[config.mk]
export PLATFORM = sky130hd
export DESIGN_NAME = if_program_loader
export DESIGN_NICKNAME = d
export VERILOG_FILES = /design/src/rtl/if_program_loader.sv
export SDC_FILE = /design/constraint.sdc
export NUM_CORES = 1
export LEC_CHECK = 0
export ABC_AREA = 1
export CELL_PAD_IN_SITES_DETAIL_PLACEMENT = 0
export CELL_PAD_IN_SITES_GLOBAL_PLACEMENT = 1
export CORE_MARGIN = 2
export CORE_UTILIZATION = 40
export CTS_CLUSTER_SIZE = 25
export DETAILED_ROUTE_END_ITERATION = 16
export PLACE_DENSITY_LB_ADDON = 0.1
export SYNTH_ARGS = -nofsm -noshare
export SYNTH_HDL_FRONTEND = slang
export SYNTH_SLANG_ARGS = --single-unit
[constraint.sdc]
create_clock -name i_clock -period 1.9 [get_ports i_clock]
set_input_delay 0.285 -clock i_clock [delete_from_list [all_inputs] [get_ports i_clock]]
set_output_delay 0.285 -clock i_clock [all_outputs]
set_load 0.01 [all_outputs]
[src/rtl/if_program_loader.sv]
// Serial program loader for the fetch stage. It assembles received bytes into
// big-endian words, writes each byte to instruction memory and releases the PC on HALT.
module if_program_loader #(
    parameter int                        NB_MEM_WIDTH   = 8,
    parameter int                        NB_INSTRUCTION = 32,
    parameter int                        N_INSN_MAX     = 64,
    parameter logic [NB_INSTRUCTION-1:0] HALT_WORD      = 32'hFFFFFFFF
) (
    input  logic                    i_clock,
    input  logic                    i_reset_n,
    input  logic                    i_load_request,
    input  logic [NB_MEM_WIDTH-1:0] i_rx_data,
    input  logic                    i_rx_valid,
    output logic                    o_IF_write_enable,
    output logic [NB_MEM_WIDTH-1:0] o_IF_write_data,
    output logic                    o_IF_pc_reset,
    output logic                    o_IF_pc_enable,
    output logic [6:0]              o_insn_count,
    output logic                    o_loading,
    output logic                    o_done,
    output logic                    o_error
);

    localparam int         NB_PARTIAL  = NB_INSTRUCTION - NB_MEM_WIDTH;
    localparam logic [6:0] LP_INSN_MAX = 7'(N_INSN_MAX);

    typedef enum logic [2:0] {
        ST_IDLE,
        ST_LOAD,
        ST_DRAIN,
        ST_RUN,
        ST_ERROR
    } state_t;

    state_t                  r_state;
    logic [1:0]              r_byte_cnt;
    logic [NB_PARTIAL-1:0]   r_partial;
    logic [6:0]              r_insn_count;
    logic                    r_write_enable;
    logic [NB_MEM_WIDTH-1:0] r_write_data;
    logic                    r_pc_reset;
    logic                    r_pc_enable;
    logic                    r_loading;
    logic                    r_done;
    logic                    r_error;

    logic                      w_accept;
    logic                      w_word_done;
    logic [NB_INSTRUCTION-1:0] w_word;
    logic [6:0]                w_count_inc;

    // A load request wins over a coincident byte strobe, so that byte is never accepted.
    always_comb begin
        w_accept    = (r_state == ST_LOAD) && i_rx_valid && !i_load_request;
        w_word      = {r_partial, i_rx_data};
        w_word_done = w_accept && (r_byte_cnt == 2'd3);
        w_count_inc = r_insn_count + 7'd1;
    end

    always_ff @(posedge i_clock or negedge i_reset_n) begin
        if (!i_reset_n) begin
            r_state        <= ST_IDLE;
            r_byte_cnt     <= 2'd0;
            r_partial      <= '0;
            r_insn_count   <= 7'd0;
            r_write_enable <= 1'b0;
            r_write_data   <= '0;
            r_pc_reset     <= 1'b1;
            r_pc_enable    <= 1'b0;
            r_loading      <= 1'b0;
            r_done         <= 1'b0;
            r_error        <= 1'b0;
        end else begin
            r_write_enable <= w_accept;
            if (w_accept) begin
                r_write_data <= i_rx_data;
            end

            if (i_load_request) begin
                r_state      <= ST_LOAD;
                r_byte_cnt   <= 2'd0;
                r_partial    <= '0;
                r_insn_count <= 7'd0;
                r_pc_reset   <= 1'b1;
                r_pc_enable  <= 1'b0;
                r_loading    <= 1'b1;
                r_done       <= 1'b0;
                r_error      <= 1'b0;
            end else begin
                case (r_state)
                    ST_LOAD: begin
                        if (w_accept) begin
                            r_byte_cnt <= r_byte_cnt + 2'd1;
                            r_partial  <= w_word[NB_PARTIAL-1:0];
                        end
                        if (w_word_done) begin
                            r_insn_count <= w_count_inc;
                            if (w_word == HALT_WORD) begin
                                r_state <= ST_DRAIN;
                            end else if (w_count_inc == LP_INSN_MAX) begin
                                r_state   <= ST_ERROR;
                                r_loading <= 1'b0;
                                r_error   <= 1'b1;
                            end
                        end
                    end
                    // The last byte is being written this cycle; the PC is freed afterwards.
                    ST_DRAIN: begin
                        r_state     <= ST_RUN;
                        r_loading   <= 1'b0;
                        r_done      <= 1'b1;
                        r_pc_reset  <= 1'b0;
                        r_pc_enable <= 1'b1;
                    end
                    default: begin
                        r_state <= r_state;
                    end
                endcase
            end
        end
    end

    assign o_IF_write_enable = r_write_enable;
    assign o_IF_write_data   = r_write_data;
    assign o_IF_pc_reset     = r_pc_reset;
    assign o_IF_pc_enable    = r_pc_enable;
    assign o_insn_count      = r_insn_count;
    assign o_loading         = r_loading;
    assign o_done            = r_done;
    assign o_error           = r_error;

endmodule

==> results of run 1 <==
sequential cells by signal (all words and copies together), names as in the netlist:
register and flops:
o_insn_count 7, o_loading 1, o_IF_pc_reset 1, r_state 3
o_done 1, o_error 1, r_byte_cnt 2, r_partial 24
o_IF_write_data 8, o_IF_write_enable 1
critical path: cells and delay by family (launching register included):
kind | cells | cell delay (ns)
and+or+nand+nor | 8 | 0.77
DFF | 1 | 0.42
adders and majority gates | 1 | 0.23
AOI/OAI and AO/OA | 1 | 0.18
area by class of cell:
type                       count  area (um^2)  share of cell area (%)
tap                           70         87.6                    3.17
inverter                      38          143                    5.17
sequential                    49         1230                    44.5
multi-input combinational    158          774                    28.1
clock inverter                 1         30.0                    1.09
clock buffer                   7         86.3                    3.13
timing repair buffer          41          410                    14.9
cells in the mapped netlist, types with 2 or more instances:
master	instances	share of area, %
o22ai_1	16	4.6
o21ai_1	12	2.7
a21oi_1	5	1.1
o21ai_0	12	2.7
nand3_1	19	4.3
ha_1	2	1.1
buf_2	4	0.91
nand4_1	3	0.86
nand2_1	63	11
inv_2	2	0.34
nor2_1	17	2.9
dfrtp_1	48	55
nand3b_1	2	0.69
inv_1	36	6.2
clkbuf_1	2	0.34
worst max path at each step:
| stage | depth (start not counted) | slack [ns] | end | start |
|---|---|---|---|---|
| detailed placement | 10 | 0.07 | r_state[2]$_DFFE_PN0P_ | i_rx_data[0] |
| global placement | 10 | 0.11 | r_state[2]$_DFFE_PN0P_ | i_rx_data[0] |
| floorplan | 10 | 0.39 | r_state[2]$_DFFE_PN0P_ | o_insn_count[1]$_DFFE_PN0P_ |
| finish | 10 | 0.20 | r_state[2]$_DFFE_PN0P_ | o_insn_count[1]$_DFFE_PN0P_ |
| global route | 10 | 0.01 | r_state[1]$_DFFE_PN0P_ | o_insn_count[1]$_DFFE_PN0P_ |
| CTS | 10 | 0.16 | r_state[2]$_DFFE_PN0P_ | o_insn_count[1]$_DFFE_PN0P_ |
power breakdown:
part / total, mW / internal (mW) / switching, mW
clock: 0.773 / 0.430 / 0.343
sequential: 1.15 / 1.11 / 0.0356
combinational: 0.321 / 0.154 / 0.167
total: 2.24 / 1.69 / 0.546
stage by stage:
step                      util [%]  instances
after global placement        50.2        353
after floorplan                  -        253
after CTS                     52.7        362
after global routing          53.0        364
after detailed placement      50.2        353
final                         53.0        364
cell families (layout without fill, tap and decap cells):
logic type / after synthesis / after routing / synth area share, %
AOI/OAI and AO/OA: 46 / 46 / 11.5
xor gates and xnor gates: 1 / 1 / 0.400
adders and majority gates: 2 / 2 / 1.14
buffers and inverters: 46 / 87 / 8.63
DFF: 49 / 49 / 56.1
and+or+nand+nor: 109 / 109 / 22.2
per-layer routing:
metal  wire length, um  part of all wire, %  track usage (%)  vias up
met5                 0                    0                0        -
met4                80                  1.9             6.32        0
met3               186                  4.4             3.95        8
met2              1960                   46             25.9       41
met1              2050                   48             20.7      793
li1                  -                    -                -      897
what timing repair did:
| item | in CTS | in global routing |
|---|---|---|
| setup buffers | 0 | 2 |
| hold buffers | 1 | 0 |
| resized for setup | 0 | 1 |
| hold endpoints to repair | 19 | 0 |
| setup endpoints to repair | 0 | 4 |
==> results_dict.tcl, run 1 <==
set metrics [dict create \
    status "completed" \
    rsz0062_at_grt "no" \
    grt_overflow_total 0 \
    h-tree-depth 2 \
    core-area_mm2 0.00520 \
    path_max_fanout 5 \
    grt_pass1_wl_mm 7.70 \
    final_cell_area_mm2 0.00276 \
    max_stage_delay_ns 0.42 \
    layout_setup_ws_ns 0.196 \
    r2r-end "r_state[2]$_DFFE_PN0P_" \
    hpwl_mm 3.05 \
    num_vias 1739 \
    crit_required_ns 2.09 \
    syn_area_per_cell_um2 8.65 \
    worstSetupPathType "register to register" \
    area_delta_synth_final_pct 26.1 \
    syn_area_mm2 0.00219 \
    power_mw 2.24 \
    vdd_drop_max_mv 0.441 \
    clock_skew_ns 0.00426 \
    dr.first_iter.drc_count 61 \
    antenna_left 0 \
    fillers 530 \
    yosys_warnings 0 \
    setup_viol 0 \
    viasPerCell 4.78 \
    start_util_pct 42.0 \
    die_h_um 78.0 \
    fmax_mhz 587 \
    rows 26 \
    maxSlewHeadroom_pct 67.7 \
    period_needed_ns 1.70 \
    clk_pin_slew_worst_paths_ns 0.09 \
    reg2regPathDepth 10 \
    place_congestion 0.833 \
    finalSetupTns_ns 0 \
    crit_chain "ha_2 -> nand3_1 -> o21ai_1 -> nand2_1 -> nor2_1 -> nand2_1 -> nand3_1 -> nand2_1 -> nand2_1 -> nand2_1" \
    yosysSeqAreaShare_pct 56.1 \
    r2r_slack_ns 0.20 \
    cp-end-kind "register" \
    avgRoutedWirePerCell_um 11.7 \
    finalMaxSlewViolations 0 \
    yosysUniqueCellTypes 25 \
    period_share_pct 89.7 \
    arrival_ns 1.90 \
    diodes 0 \
    synthCells 253 \
    r2r_start "o_insn_count[1]$_DFFE_PN0P_" \
    ys_ff_latch 49 \
    maxCapViolCount 0 \
    grtUsageTotal_pct 16.0 \
    dieArea_mm2 0.00608 \
    finalHoldViolations 0 \
    hold_ws_ns 0.467 \
    async_reset_ff_share_pct 100 \
    dr.pass1.iters 4 \
    worstMarginPinSlew_ns 0.485 \
    cts_sinks 49 \
    cts_buffers 5 \
    final_common_cell "nand2_1" \
    io_pins 33 \
    ys.flop_type "dfrtp_1" \
    synth_edf_count 0 \
    grt_max_degree 42 \
    hold_path_class "primary input to async pin" \
    crit_slowest_cell "dfrtp_1" \
    drive_above_1_share_pct 8.50 \
    antenna_found_initial 0 \
    cts_tree "built" \
    wl_mm 4.27 \
    syn_nets 267 \
    clk_path_buf_depth 2 \
    numPortBuffers 32 \
    mostFrequentLayoutCells "nand2_1, dfrtp_1, inv_1, clkdlybuf4s50_1, nand3_1" \
    crit_top_cell "nand2_1" \
    leakagePower_nw 1.23 \
    cts-root-buf "clkbuf_8" \
    clk_latency_ns 0.30 \
    grt_pass1_vias 1718 \
    place_ws_ns 0.0666 \
    fin_nets 307 \
    drc 0 \
    powerDensity_mw_per_mm2 812 \
    placed_area_mm2 0.00262 \
    die_x_um 78.0 \
    crit_path_start_kind "register" \
]
Power figures use the tool's default switching activity.
==> inputs of run 2 (changes only) <==
- CORE_UTILIZATION: 40 -> 36
- clock period: 1.9 -> 1.45 ns (I/O delays scaled with it)
==> run 2 against run 1 <==
The flow now finishes with violations (negative setup slack); critical path depth fell by 2; register-to-register slack worse by 0.22 ns; final area grew 23%; count of clock-buffer cells in the layout fell by 2; first-iteration DRC count shrank 28%; critical path type unchanged; critical endpoint is now o_error$_DFFE_PN0P_; largest cell class unchanged.
==> results_dict.tcl, run 2 (synthesis results as in run 1) <==
set metrics [dict create \
    die_h_um 82.0 \
    antenna_found_initial 0 \
    dp.cells 375 \
    rows 28 \
    core-area_mm2 0.00589 \
    grt_pass1_wl_mm 7.93 \
    final_common_cell "nand2_1" \
    stdcell_count 401 \
    layout_setup_ws_ns -0.0256 \
    wl_mm 5.17 \
    dr.pass1.iters 4 \
    worstSetupPathType "register to register" \
    maxCapViolCount 0 \
    leakagePower_nw 1.66 \
    setup_viol 13 \
    fillers 556 \
    finalHoldViolations 0 \
    clk_path_buf_depth 2 \
    viasPerCell 4.78 \
    placed_area_mm2 0.00277 \
    place_ws_ns -0.257 \
    regMostFlops "r_partial" \
    finalSetupTns_ns -0.195 \
    vdd_drop_max_mv 0.655 \
    violations "negative setup slack" \
    cp-end-kind "register" \
    start_util_pct 37.2 \
    diodes 0 \
    numPortBuffers 32 \
    antenna_left 0 \
    grt_pass1_vias 1760 \
    largest_register_ffs 24 \
    worstMarginPinSlew_ns 0.301 \
    arrival_ns 1.70 \
    io_pins 33 \
    powerDensity_mw_per_mm2 903 \
    dieArea_mm2 0.00672 \
    hpwl_mm 3.32 \
    grt_max_degree 40 \
    grtUsageTotal_pct 15.8 \
    place_congestion 0.747 \
    die_x_um 82.0 \
    final_cell_area_mm2 0.00338 \
    area_delta_synth_final_pct 54.5 \
    crit_required_ns 1.67 \
    avgRoutedWirePerCell_um 12.9 \
    cts_tree "built" \
    grt_overflow_total 0 \
    finalMaxSlewViolations 0 \
    fmax_mhz 678 \
    drive_above_1_share_pct 32.8 \
    maxSlewHeadroom_pct 79.8 \
    dr.first_iter.drc_count 44 \
    clk_pin_slew_worst_paths_ns 0.09 \
    period_needed_ns 1.48 \
    cts_sinks 49 \
    cts_buffers 5 \
    num_vias 1915 \
    clock_skew_ns 0.00330 \
    final_core_util_pct 57.5 \
    cts-root-buf "clkbuf_8" \
    mostFrequentLayoutCells "nand2_1, dfrtp_1, inv_1, buf_4, clkdlybuf4s50_1" \
    period_share_pct 102 \
    hold_path_class "primary input to async pin" \
    rsz0062_at_grt "yes" \
    path_max_fanout 3 \
    clk_latency_ns 0.30 \
    fin_nets 340 \
    h-tree-depth 2 \
    drc 0 \
    status "finished, violations left" \
    crit_path_start_kind "register" \
]
[run 2: changes by cell type in the layout (fill, tap and decap cells not counted), sizes merged]
cell,change
buf,+32
clkdlybuf4s50,-16
clkinv,+2
dlygate4sd2,+5
dlymetal6s2s,+10
inv,-1
[run 2: path summary, 6_finish.rpt]
kind | depth (start not counted) | start | slack (ns) | endpoint
setup / recovery | 8 | o_insn_count[0]$_DFFE_PN0P_ | -0.03 | o_error$_DFFE_PN0P_
hold / removal | 2 | i_reset_n | 0.32 | o_error$_DFFE_PN0P_
setup reg to reg | 8 | o_insn_count[0]$_DFFE_PN0P_ | -0.03 | o_error$_DFFE_PN0P_
hold reg to reg | 2 | o_IF_pc_reset$_DFFE_PN1P_ | 0.47 | o_IF_pc_reset$_DFFE_PN1P_
max in group asynchronous | 3 | i_reset_n | 0.63 | o_insn_count[2]$_DFFE_PN0P_
min in group i_clock | 2 | o_IF_pc_reset$_DFFE_PN1P_ | 0.47 | o_IF_pc_reset$_DFFE_PN1P_
[run 2: final cells by class]
class	count	area [um^2]	area share [%]
well taps	75	93.8	2.77
repair buffers	74	761	22.5
clock inverters	2	35.0	1.04
clock buffers	5	68.8	2.03
inverters	38	148	4.37
flip-flops and latches	49	1230	36.3
multi-input cells	158	1050	31.0
[run 2: report_power, final]
group	switching [mW]	total [mW]	leakage [nW]	internal [mW]
combinational	0.293	0.594	0.956	0.302
clock	0.450	0.952	0.0540	0.502
sequential	0.0521	1.51	0.653	1.45
[run 2: critical path, cell delays in order, from the launching register on]
cell      delay (ns)
dfrtp_1         0.42
buf_6           0.14
nand3_4         0.07
o21bai_1        0.15
nand2_1         0.11
nor2_4          0.16
buf_4           0.12
nand4_1         0.09
a21oi_1         0.14
[run 2: repair_timing]
action	in CTS	in global routing
setup endpoints to repair	33	54
gates resized for setup	19	73
gates cloned	1	3
hold buffers	1	0
hold endpoints to repair	9	0
setup buffers	10	4
pin swaps	8	13
[run 2: per-stage QoR]
stage | hold WS, ns | power (mW)
2_1_floorplan | -0.0781 | 1.72
3_3_place_gp | 0.120 | 1.98
3_5_place_dp | 0.117 | 1.98
4_1_cts | 0.323 | 2.99
5_1_grt | 0.362 | 3.21
6_report | 0.323 | 3.05
[run 2: layer usage]
layer | global-route usage [%] | up-vias | part of all wire [%]
li1 | - | 969 | -
met1 | 18.9 | 909 | 43
met2 | 27.6 | 35 | 52
met3 | 3.74 | 2 | 3.7
met4 | 5.50 | 0 | 0.52
met5 | 0 | - | 0
